==> src/rtl/rand_pkg.sv <==
// Shared definitions for the range sampler: default parameters, the width
// of the try counter and the FSM state encoding.
package rand_pkg;

    // Default width of random input, bound and result
    localparam int RAND_W_DEF         = 10;

    // Default number of draws attempted before the fallback path is used
    localparam int RAND_MAX_TRIES_DEF = 8;

    // Try counter is wide enough for MAX_TRIES up to 255
    localparam int TRY_W              = 8;

    // Sampler FSM states
    localparam logic [1:0] ST_IDLE = 2'd0;
    localparam logic [1:0] ST_DRAW = 2'd1;
    localparam logic [1:0] ST_HOLD = 2'd2;

endpackage : rand_pkg

==> src/rtl/rand_mask_gen.sv <==
// Combinational mask derivation for the range sampler.
// Produces the smallest 2^k-1 that is >= bound-1 (0 when bound is 0 or 1),
// so that rand & mask covers [0, bound) with fewer than 2x extra outcomes.
module rand_mask_gen #(
    parameter int W = rand_pkg::RAND_W_DEF
) (
    input  logic [W-1:0] bound,
    output logic [W-1:0] mask
);

    // A zero bound behaves like a bound of one
    logic [W-1:0] w_n;
    logic [W-1:0] w_nm1;

    assign w_n   = (bound == '0) ? W'(1) : bound;
    assign w_nm1 = w_n - W'(1);

    // Bit gi of the mask is set when any bit at or above gi of N-1 is set,
    // i.e. N-1 smeared towards the LSB.
    for (genvar gi = 0; gi < W; gi++) begin : g_smear
        assign mask[gi] = |w_nm1[W-1:gi];
    end

endmodule : rand_mask_gen

==> src/rtl/rand_range_sampler.sv <==
// Uniform sampler over [0, N) by masked rejection sampling on a free-running
// random source. Each draw is registered, then compared against N on the
// following edge; while a candidate is being judged the next one is already
// being captured, so draws proceed one per cycle.
// After MAX_TRIES rejected draws the last candidate is folded back into
// range (cand - N) and flagged via out_fallback.
// Optional build macro: RAND_SAMPLER_STATS_EN adds a saturating 16-bit
// reject_cnt output counting rejected draws.
module rand_range_sampler
    import rand_pkg::*;
#(
    parameter int W         = RAND_W_DEF,
    parameter int MAX_TRIES = RAND_MAX_TRIES_DEF
) (
    input  logic         clk,
    input  logic         rst_n,
    input  logic [W-1:0] rand_val,
    input  logic [W-1:0] bound,
    input  logic         req_valid,
    output logic         req_ready,
    output logic         out_valid,
    input  logic         out_ready,
    output logic [W-1:0] out_data,
    output logic         out_fallback
`ifdef RAND_SAMPLER_STATS_EN
    ,
    output logic [15:0]  reject_cnt
`endif
);

    localparam logic [TRY_W-1:0] L_MAX_TRIES = TRY_W'(MAX_TRIES);

    // State and request context
    logic [1:0]       r_state;
    logic [W-1:0]     r_n;
    logic [W-1:0]     r_mask;
    logic [W-1:0]     r_cand;
    logic [TRY_W-1:0] r_try;
    logic [W-1:0]     r_out_data;
    logic             r_out_fb;

    // Combinational helpers
    logic [W-1:0]     w_bound_eff;
    logic [W-1:0]     w_mask;
    logic [W-1:0]     w_cand;
    logic             w_accept;
    logic             w_have_cand;
    logic             w_in_range;
    logic             w_last_try;
    logic             w_reject;

    // A zero bound is treated as one outcome
    assign w_bound_eff = (bound == '0) ? W'(1) : bound;

    rand_mask_gen #(
        .W (W)
    ) u_mask_gen (
        .bound (w_bound_eff),
        .mask  (w_mask)
    );

    assign req_ready    = (r_state == ST_IDLE);
    assign out_valid    = (r_state == ST_HOLD);
    assign out_data     = r_out_data;
    assign out_fallback = r_out_fb;

    assign w_accept    = req_valid && (r_state == ST_IDLE);
    assign w_cand      = rand_val & r_mask;
    // r_try counts captured draws; zero means nothing to judge yet
    assign w_have_cand = (r_try != '0);
    assign w_in_range  = (r_cand < r_n);
    assign w_last_try  = (r_try == L_MAX_TRIES);
    assign w_reject    = (r_state == ST_DRAW) && w_have_cand && !w_in_range;

    // Main FSM: accept request, draw until a candidate lands in range or
    // the try budget is exhausted, then hold the result until consumed
    always_ff @(posedge clk or negedge rst_n) begin
        if (!rst_n) begin
            r_state    <= ST_IDLE;
            r_n        <= '0;
            r_mask     <= '0;
            r_cand     <= '0;
            r_try      <= '0;
            r_out_data <= '0;
            r_out_fb   <= 1'b0;
        end else begin
            case (r_state)
                ST_IDLE: begin
                    if (w_accept) begin
                        r_n     <= w_bound_eff;
                        r_mask  <= w_mask;
                        r_try   <= '0;
                        r_state <= ST_DRAW;
                    end
                end
                ST_DRAW: begin
                    if (w_have_cand && w_in_range) begin
                        r_out_data <= r_cand;
                        r_out_fb   <= 1'b0;
                        r_state    <= ST_HOLD;
                    end else if (w_have_cand && w_last_try) begin
                        // mask < 2N, so cand - N is always inside [0, N)
                        r_out_data <= r_cand - r_n;
                        r_out_fb   <= 1'b1;
                        r_state    <= ST_HOLD;
                    end else begin
                        r_cand <= w_cand;
                        r_try  <= r_try + TRY_W'(1);
                    end
                end
                ST_HOLD: begin
                    if (out_ready) begin
                        r_state <= ST_IDLE;
                    end
                end
                default: begin
                    r_state <= ST_IDLE;
                end
            endcase
        end
    end

`ifdef RAND_SAMPLER_STATS_EN
    logic [15:0] r_reject_cnt;

    assign reject_cnt = r_reject_cnt;

    // Count every judged-and-rejected draw, sticking at all-ones
    always_ff @(posedge clk or negedge rst_n) begin
        if (!rst_n) begin
            r_reject_cnt <= '0;
        end else if (w_reject && (r_reject_cnt != 16'hFFFF)) begin
            r_reject_cnt <= r_reject_cnt + 16'd1;
        end
    end
`else
    // Reject detection only feeds the optional statistics counter
    logic w_unused;
    assign w_unused = w_reject;
`endif

endmodule : rand_range_sampler

==> config.mk <==
export PLATFORM = sky130hd
export DESIGN_NAME = rand_range_sampler
export DESIGN_NICKNAME = d
export VERILOG_FILES = /design/src/rtl/rand_pkg.sv /design/src/rtl/rand_mask_gen.sv /design/src/rtl/rand_range_sampler.sv
export SDC_FILE = /design/constraint.sdc
export NUM_CORES = 1
export LEC_CHECK = 0
export CAP_MARGIN = 0
export CORE_ASPECT_RATIO = 1.4
export CORE_MARGIN = 3
export CORE_UTILIZATION = 40
export CTS_BUF_LIST = sky130_fd_sc_hd__clkbuf_16
export DETAILED_ROUTE_END_ITERATION = 6
export PLACE_DENSITY = 0.65
export SYNTH_ARGS = -nofsm -noshare
export SYNTH_HDL_FRONTEND = slang
export SYNTH_SLANG_ARGS = --single-unit
==> constraint.sdc <==
create_clock -name clk -period 7.4 [get_ports clk]
set_clock_uncertainty 0.05 [all_clocks]
set_input_delay 1.48 -clock clk [delete_from_list [all_inputs] [get_ports clk]]
set_output_delay 1.48 -clock clk [all_outputs]
set_load 0.1 [all_outputs]
# Yosys cells after proc, flatten, opt, wreduce, memory -nomap -nowiden
# Index checks and enable logic that the tools add are counted.
[word_totals]
output_inout_bits = 13
in_bits = 24
word_cells = 60
regBits = 51
[op_classes]
muxes = 15
bitwise = 3
order_cmp = 1
n_eq_ne = 8
addsub = 3
n_reduce_logical = 23
[ops]
columns = ["cell", "n"]
rows = [
  ["two-way mux 10 bit", 4],
  ["two-way mux 8 bit", 3],
  ["logical NOT 10 bit", 2],
  ["case mux 8 bit (2 select lines)", 1],
  ["AND 10 bit", 1],
  ["less-than comparator 10 bit", 1],
  ["OR reduction 10 bit", 1],
  ["subtractor 10 x 1 -> 10 bit, second input constant", 1],
  ["subtractor 10 bit", 1],
  ["OR reduction 9 bit", 1],
  ["adder 8 x 1 -> 8 bit, second input constant", 1],
  ["== test 8 x 4 -> 1 bit, second input constant", 1],
  ["two-way mux 2 bit", 4],
  ["nonzero test 8 bit", 1],
  ["OR reduction 8 bit", 1],
  ["OR reduction 7 bit", 1],
  ["case mux 2 bit (3 select lines)", 1],
  ["AND reduction 3 bit", 2],
  ["OR reduction 6 bit", 1],
  ["OR reduction 5 bit", 1],
  ["!= test 2 x 1 -> 1 bit, second input constant", 2],
  ["!= test 2 bit, second input constant", 2],
  ["AND reduction 2 bit", 2],
  ["AND reduction 4 bit", 1],
  ["11 further kinds", 16],
]

# Depth between registers and ports, before layout
# Gate-level depths: netlist of run 1.
[logic_depth]
word_depth = 6
mapped_depth = 10
depth_no_buf = 9

# Modules after synthesis
# From an unflattened synthesis of run 1, not the netlist that was laid out.
[hier_totals]
cells_unflattened = 358
hier_area_um2 = 3208.1
[by_module_without_submodules]
columns = ["module", "area_each_um2", "cells_each", "seq_area_each_um2", "n_inst"]
rows = [
  ["rand_range_sampler", 2768.9, 297, 1276.2, 1],
  ["rand_mask_gen", 439.2, 61, 0.0, 1],
]

# Least setup slack after synthesis of run 1
# Ideal clock, no wire load.
[synth_timing]
kind = "input port to flip-flop"
start = "in bound[5]"
end = "reg r_mask[0]"
stages = 10
required_time_ns = 7.223
arrival_time_ns = 3.340
path_buffers = 1
setup_ns = 0.127
path_slack_ns = 3.883
cell_sequence = "buf_6 > nor3_1 > a31oi_1 > ha_1 > or3b_2 > o21a_1 > nor3_2 > nand3b_2 > nor3_2 > a21oi_1"
[synth_between]
elab_chain_len = 6
[synth_lines]
columns = ["item", "line_no", "source"]
rows = [
  ["start, declared", "rand_range_sampler.sv:18", "input logic [W-1:0] bound,"],
  ["logical NOT 10 bit", "rand_range_sampler.sv:53", "assign w_bound_eff = (bound == '0) ? W'(1) : bound;"],
  ["two-way mux 10 bit (*)", "rand_range_sampler.sv:53", ""],
  ["logical NOT 10 bit", "rand_mask_gen.sv:15", "assign w_n = (bound == '0) ? W'(1) : bound;"],
  ["two-way mux 10 bit (*)", "rand_mask_gen.sv:15", ""],
  ["subtractor 10 x 1 -> 10 bit (*)", "rand_mask_gen.sv:16", "assign w_nm1 = w_n - W'(1);"],
  ["OR reduction 10 bit (*)", "rand_mask_gen.sv:21", "assign mask[gi] = |w_nm1[W-1:gi];"],
  ["end signal, assigned", "rand_range_sampler.sv:91", "r_mask <= w_mask;"],
  ["end, declared", "rand_range_sampler.sv:36", "logic [W-1:0] r_mask;"],
]
# Every way passes the cells marked *; elsewhere a longest branch is shown, timed or not.
# A chain may end at the register's enable or synchronous reset.

# Final worst setup path of run 1
[layout_timing]
start = "in bound[3]"
end = "reg r_mask[0]"
# Same word-level chain as after synthesis.

==> flow_summary.json, run 1 <==
{
  "status": "finished clean",
  "whs_ns": 0.444,
  "fin_area_um2": 3640,
  "die_width_um": 80.0,
  "dpl-instance-area_um2": 3480,
  "fin_crit_sh_pct": 56.1,
  "syn_avg_cell_area_um2": 9.10,
  "grt_max_degree": 52,
  "max-slew-margin-rel_pct": 12.2,
  "cp-end-kind": "register",
  "critPathKind": "input pin to register",
  "drc": 0,
  "layout_common_cells": "51 x dfrtp_1, 35 x nand2_1, 35 x clkdlybuf4s50_1, 24 x a21oi_1, 23 x nor2_1",
  "dieArea_um2": 8760,
  "layout_setup_ws_ns": 3.25,
  "pre_cts_ws_ns": 2.97,
  "fin_tns_setup_ns": 0,
  "rows": 37,
  "grt_pass1_vias": 2443,
  "syn_area_um2": 3070,
  "min_period_ns": 4.15,
  "cts.repair.resized": 0,
  "syn_inst": 337,
  "clk_latency_ns": 0.29,
  "mostFrequentLayoutCell": "dfrtp_1",
  "routed_wl_mm": 7.07,
  "ios": 37,
  "rsz0062_at_grt": "false",
  "syn_nets": 376,
  "coreArea_um2": 7410,
  "drtIter0Drc": 153,
  "layout.nets": 406,
  "cpMostUsedCell": "nor3_2",
  "critPathRequiredTime_ns": 7.52,
  "ys_ff_latch": 51,
  "cts_tree": "done",
  "hpwl_mm": 5.24,
  "yosysSeqAreaShare_pct": 41.6,
  "cts.sink_count": 51,
  "cts_setup_buffers": 0,
  "timing.fmax_mhz": 241,
  "yosys.cell_types.count": 60,
  "cpPeakStageDelay_ns": 0.74,
  "path_clk_slew_ns": 0.07,
  "diodes": 0,
  "chipHeight_um": 110,
  "gp_congestion": 0.880,
  "start_util_pct": 41.4,
  "arrival_ns": 4.28,
  "synth_flop_cell": "dfrtp_1",
  "finalHoldViolCount": 0,
  "post_drt_wl_per_cell_um": 15.2,
  "setup_viol": 0,
  "drtPass1Iterations": 5,
  "drt-vias-per-instance": 5.53,
  "reg2reg_slack_ns": 4.28,
  "num-fill-cells": 728,
  "cts_hold_buf": 0,
  "numCtsBuffers": 5,
  "slew_viol_final": 0,
  "path_cells": "clkdlybuf4s50_1, nor4_1, a31oi_1, ha_1, or3b_2, nor3_1, nor3_2, nand3b_2, nor3_2, a21oi_1",
  "maxCapViolCount": 0,
  "clock_path_buffers": 2,
  "worst_pin_slew_ns": 1.30,
  "syn_to_final_growth_pct": 18.9,
  "ant_nets": 0,
  "start_kind": "input pin",
  "crit_slowest_cell": "nor4_1",
  "clock_tree.root_cell": "clkbuf_16",
  "grt.total_usage_pct": 17.2,
  "vias": 2571,
  "async_flop_share_pct": 100,
  "antenna_found_initial": 0,
  "cts_max_level": 2,
  "ys_warn_count": 0,
  "synth-edff-count": 0,
  "port_buffers": 36,
  "grt_pass1_wl_mm": 11.9,
  "grt.overflow.total": 0,
  "hp-class": "register to register",
  "layout-drive-gt1-share_pct": 6.25,
  "cp_max_fo": 5
}
==> critical path, delay by kind of cell <==
kind	cells	cell delay [ns]
AO/OA/AOI/OAI	2	0.34
adder cells (fa/ha/maj)	1	0.26
buffers and inverters	1	0.51
AND/OR/NAND/NOR	6	1.70
==> sequential cells by signal, summed over array words and instances, names as in the netlist <==
signal and count:
out_data 10, r_cand 10, r_mask 10, r_n 10, r_try 8, r_state 2
out_fallback 1
==> metal layers <==
| metal | vias up | share of wire (%) | GRT usage, % |
|---|---|---|---|
| met4 | 0 | 1.7 | 5.80 |
| met5 | - | 0 | 0 |
| met3 | 8 | 3.4 | 2.21 |
| met2 | 56 | 50 | 30.6 |
| li1 | 1277 | - | - |
| met1 | 1230 | 45 | 21.2 |
==> cell usage after synthesis, types with 7 or more instances <==
| cell | number | area [um^2] |
|---|---|---|
| mux2i_1 | 9 | 90.1 |
| nor2_1 | 23 | 86.3 |
| nor3_1 | 14 | 70.1 |
| inv_1 | 22 | 82.6 |
| nand2_1 | 35 | 131 |
| nand3_1 | 7 | 35.0 |
| ha_1 | 14 | 175 |
| a21oi_1 | 24 | 120 |
| dfrtp_1 | 51 | 1280 |
| a21o_1 | 12 | 90.1 |
| o21ai_0 | 22 | 110 |
| clkbuf_1 | 9 | 33.8 |
| a31oi_1 | 10 | 62.6 |
==> logic make-up after synthesis <==
| kind of cell | share of synthesized area [%] |
|---|---|
| flops | 41.6 |
| mux | 2.94 |
| buf+inv | 4.98 |
| simple gates | 19.9 |
| fa+ha+maj | 6.37 |
| xor+xnor | 1.43 |
| compound gates | 22.7 |
==> path summary, 6_finish.rpt <==
check,from,end,cells after the start
min in group asynchronous,rst_n,r_try[5]$_DFFE_PN0P_,1
setup reg to reg,r_cand[7]$_DFFE_PN0P_,out_data[4]$_DFFE_PN0P_,7
hold reg to reg,r_mask[4]$_DFFE_PN0P_,r_mask[4]$_DFFE_PN0P_,2
hold / removal,r_mask[4]$_DFFE_PN0P_,r_mask[4]$_DFFE_PN0P_,2
setup / recovery,bound[3],r_mask[0]$_DFFE_PN0P_,10
max in group asynchronous,rst_n,r_cand[4]$_DFFE_PN0P_,1
==> layout make-up <==
type	count	area (um^2)	area share, %
clock inverter	3	38.8	1.06
inverter	22	82.6	2.27
timing repair buffer	37	363	9.96
tap	97	121	3.33
clock buffer	5	125	3.43
sequential	51	1280	35.0
multi-input combinational	250	1640	44.9
==> through the flow <==
step,instances,utilization (%)
3_3_place_gp,457,47.0
2_1_floorplan,337,-
3_5_place_dp,457,47.0
4_1_cts,465,49.2
5_1_grt,465,49.2
6_report,465,49.2
Power of run 1 is left out: the tool's default activity adds up to more than one toggle a clock period on the data nets, which glitch-free logic cannot reach.
==> run 2, diff against run 1 <==
PLACE_DENSITY = 0.68   (was 0.65)
clock period = 3.45 ns   (was 7.4 ns; I/O delays follow)
==> run 2 against run 1 <==
Effect of this change:
- count of clock-buffer cells in the layout unchanged
- register-to-register slack got worse by 3.7 ns
- first-iteration DRC count decreased by 20%
- global-route usage increased by 0.38 points
==> flow_summary.json, run 2 (synthesized netlist as in run 1, its figures left out) <==
{
  "crit_slowest_cell": "clkdlybuf4s50_1",
  "clk_latency_ns": 0.29,
  "num-fill-cells": 725,
  "endpoint": "r_mask[1]$_DFFE_PN0P_",
  "cts_max_level": 2,
  "crit_family": "simple AND/OR/NAND/NOR gates",
  "ios": 37,
  "post-place-cells": 469,
  "arrival_ns": 3.16,
  "coreArea_um2": 7410,
  "grt_max_degree": 52,
  "syn_to_final_growth_pct": 21.8,
  "critPathKind": "input pin to register",
  "vias": 2635,
  "rsz0062_at_grt": "false",
  "gp_congestion": 0.865,
  "port_buffers": 36,
  "hpwl_mm": 5.48,
  "setup_viol": 0,
  "status": "finished clean",
  "path_clk_slew_ns": 0.07,
  "cts.repair.resized": 0,
  "cts_tree": "done",
  "worst_pin_slew_ns": 1.10,
  "max-slew-margin-rel_pct": 26.3,
  "grt_pass1_vias": 2596,
  "cpPeakStageDelay_ns": 0.58,
  "drtPass1Iterations": 4,
  "start_util_pct": 41.4,
  "startpoint": "bound[8]",
  "layout-drive-gt1-share_pct": 12.4,
  "grt_pass1_wl_mm": 12.3,
  "worstReg2RegEnd": "r_try[3]$_DFFE_PN0P_",
  "rr_startpoint": "r_n[0]$_DFFE_PN0P_",
  "clock_tree.root_cell": "clkbuf_16",
  "cp.depth": 10,
  "fin_crit_sh_pct": 88.0,
  "cp-end-kind": "register",
  "post_drt_wl_per_cell_um": 15.1,
  "diodes": 0,
  "ff2ff_path_depth": 8,
  "finalNonFillerCells": 477,
  "cts_setup_buffers": 0,
  "rows": 37,
  "path_cells": "clkdlybuf4s50_1, nor4_1, a31oi_1, ha_1, or3b_2, o21a_1, nor3_2, nand3b_2, nor3_2, a21oi_1",
  "grt.total_usage_pct": 17.5,
  "reg2reg_slack_ns": 0.60,
  "grt.overflow.total": 0,
  "hp-class": "register to register",
  "pre_cts_ws_ns": 0.124,
  "slew_viol_final": 0,
  "drc": 0,
  "cp_max_fo": 5,
  "layout_setup_ws_ns": 0.413,
  "clock_path_buffers": 2,
  "drtIter0Drc": 122,
  "mostFrequentLayoutCell": "dfrtp_1",
  "dieArea_um2": 8760,
  "antenna_found_initial": 0,
  "layout.nets": 418,
  "finish.utilization_pct": 50.4,
  "numCtsBuffers": 5,
  "cts.sink_count": 51,
  "start_kind": "input pin",
  "maxCapViolCount": 0,
  "path_buf_inv": 1,
  "cts_hold_buf": 0,
  "die_width_um": 80.0,
  "cpMostUsedCell": "nor3_2",
  "ant_nets": 0,
  "routed_wl_mm": 7.22,
  "drt-vias-per-instance": 5.52,
  "fin_tns_setup_ns": 0,
  "min_period_ns": 3.04,
  "layout_common_cells": "51 x dfrtp_1, 35 x nand2_1, 24 x a21oi_1, 24 x clkdlybuf4s50_1, 24 x buf_4",
  "timing.fmax_mhz": 329,
  "critPathRequiredTime_ns": 3.57,
  "chipHeight_um": 110,
  "finalHoldViolCount": 0
}
[run 2: changes by cell type in the layout (fill, tap and decap cells not counted), sizes merged]
cell,delta
clkinv,-2
clkinvlp,+1
buf,+23
bufinv,+1
clkdlybuf4s50,-11
[run 2: layer usage]
metal	global-route usage, %	part of all wire, %
met5	0	0
met4	6.28	2.4
met3	2.38	4.4
met2	32.4	52
met1	20.4	41
[run 2: worst min path at each step]
| stage | to | cells after the start | startpoint |
|---|---|---|---|
| 2_1_floorplan | out_data[0]$_DFFE_PN0P_ | 0 | rst_n |
| 3_3_place_gp | r_mask[7]$_DFFE_PN0P_ | 1 | r_mask[7]$_DFFE_PN0P_ |
| 3_5_place_dp | r_mask[4]$_DFFE_PN0P_ | 2 | r_mask[4]$_DFFE_PN0P_ |
| 4_1_cts | r_mask[4]$_DFFE_PN0P_ | 2 | r_mask[4]$_DFFE_PN0P_ |
| 5_1_grt | r_mask[7]$_DFFE_PN0P_ | 1 | r_mask[7]$_DFFE_PN0P_ |
| 6_report | r_mask[4]$_DFFE_PN0P_ | 2 | r_mask[4]$_DFFE_PN0P_ |
[run 2: per-stage QoR]
step / hold slack, ns / cell area, um^2
floorplan: 0.344 / 3070
global placement: 0.433 / 3540
detailed placement: 0.433 / 3540
CTS: 0.451 / 3730
global route: 0.467 / 3730
finish: 0.453 / 3730
[run 2: cell type report]
class,instances,area (um^2),area share [%]
Tap cell,97,121,3.25
Clock buffer,5,125,3.35
Inverter,22,82.6,2.21
Clock inverter,3,67.6,1.81
Timing Repair Buffer,49,425,11.4
Multi-Input combinational cell,250,1640,43.8
Sequential cell,51,1280,34.2
[run 2: tightest hold or removal path, cell delays in order (launching register included)]
cell and delay (ns):
dfrtp_1 0.34, nor2_1 0.05, nor2_1 0.07
Power of run 2 is left out for the same reason.
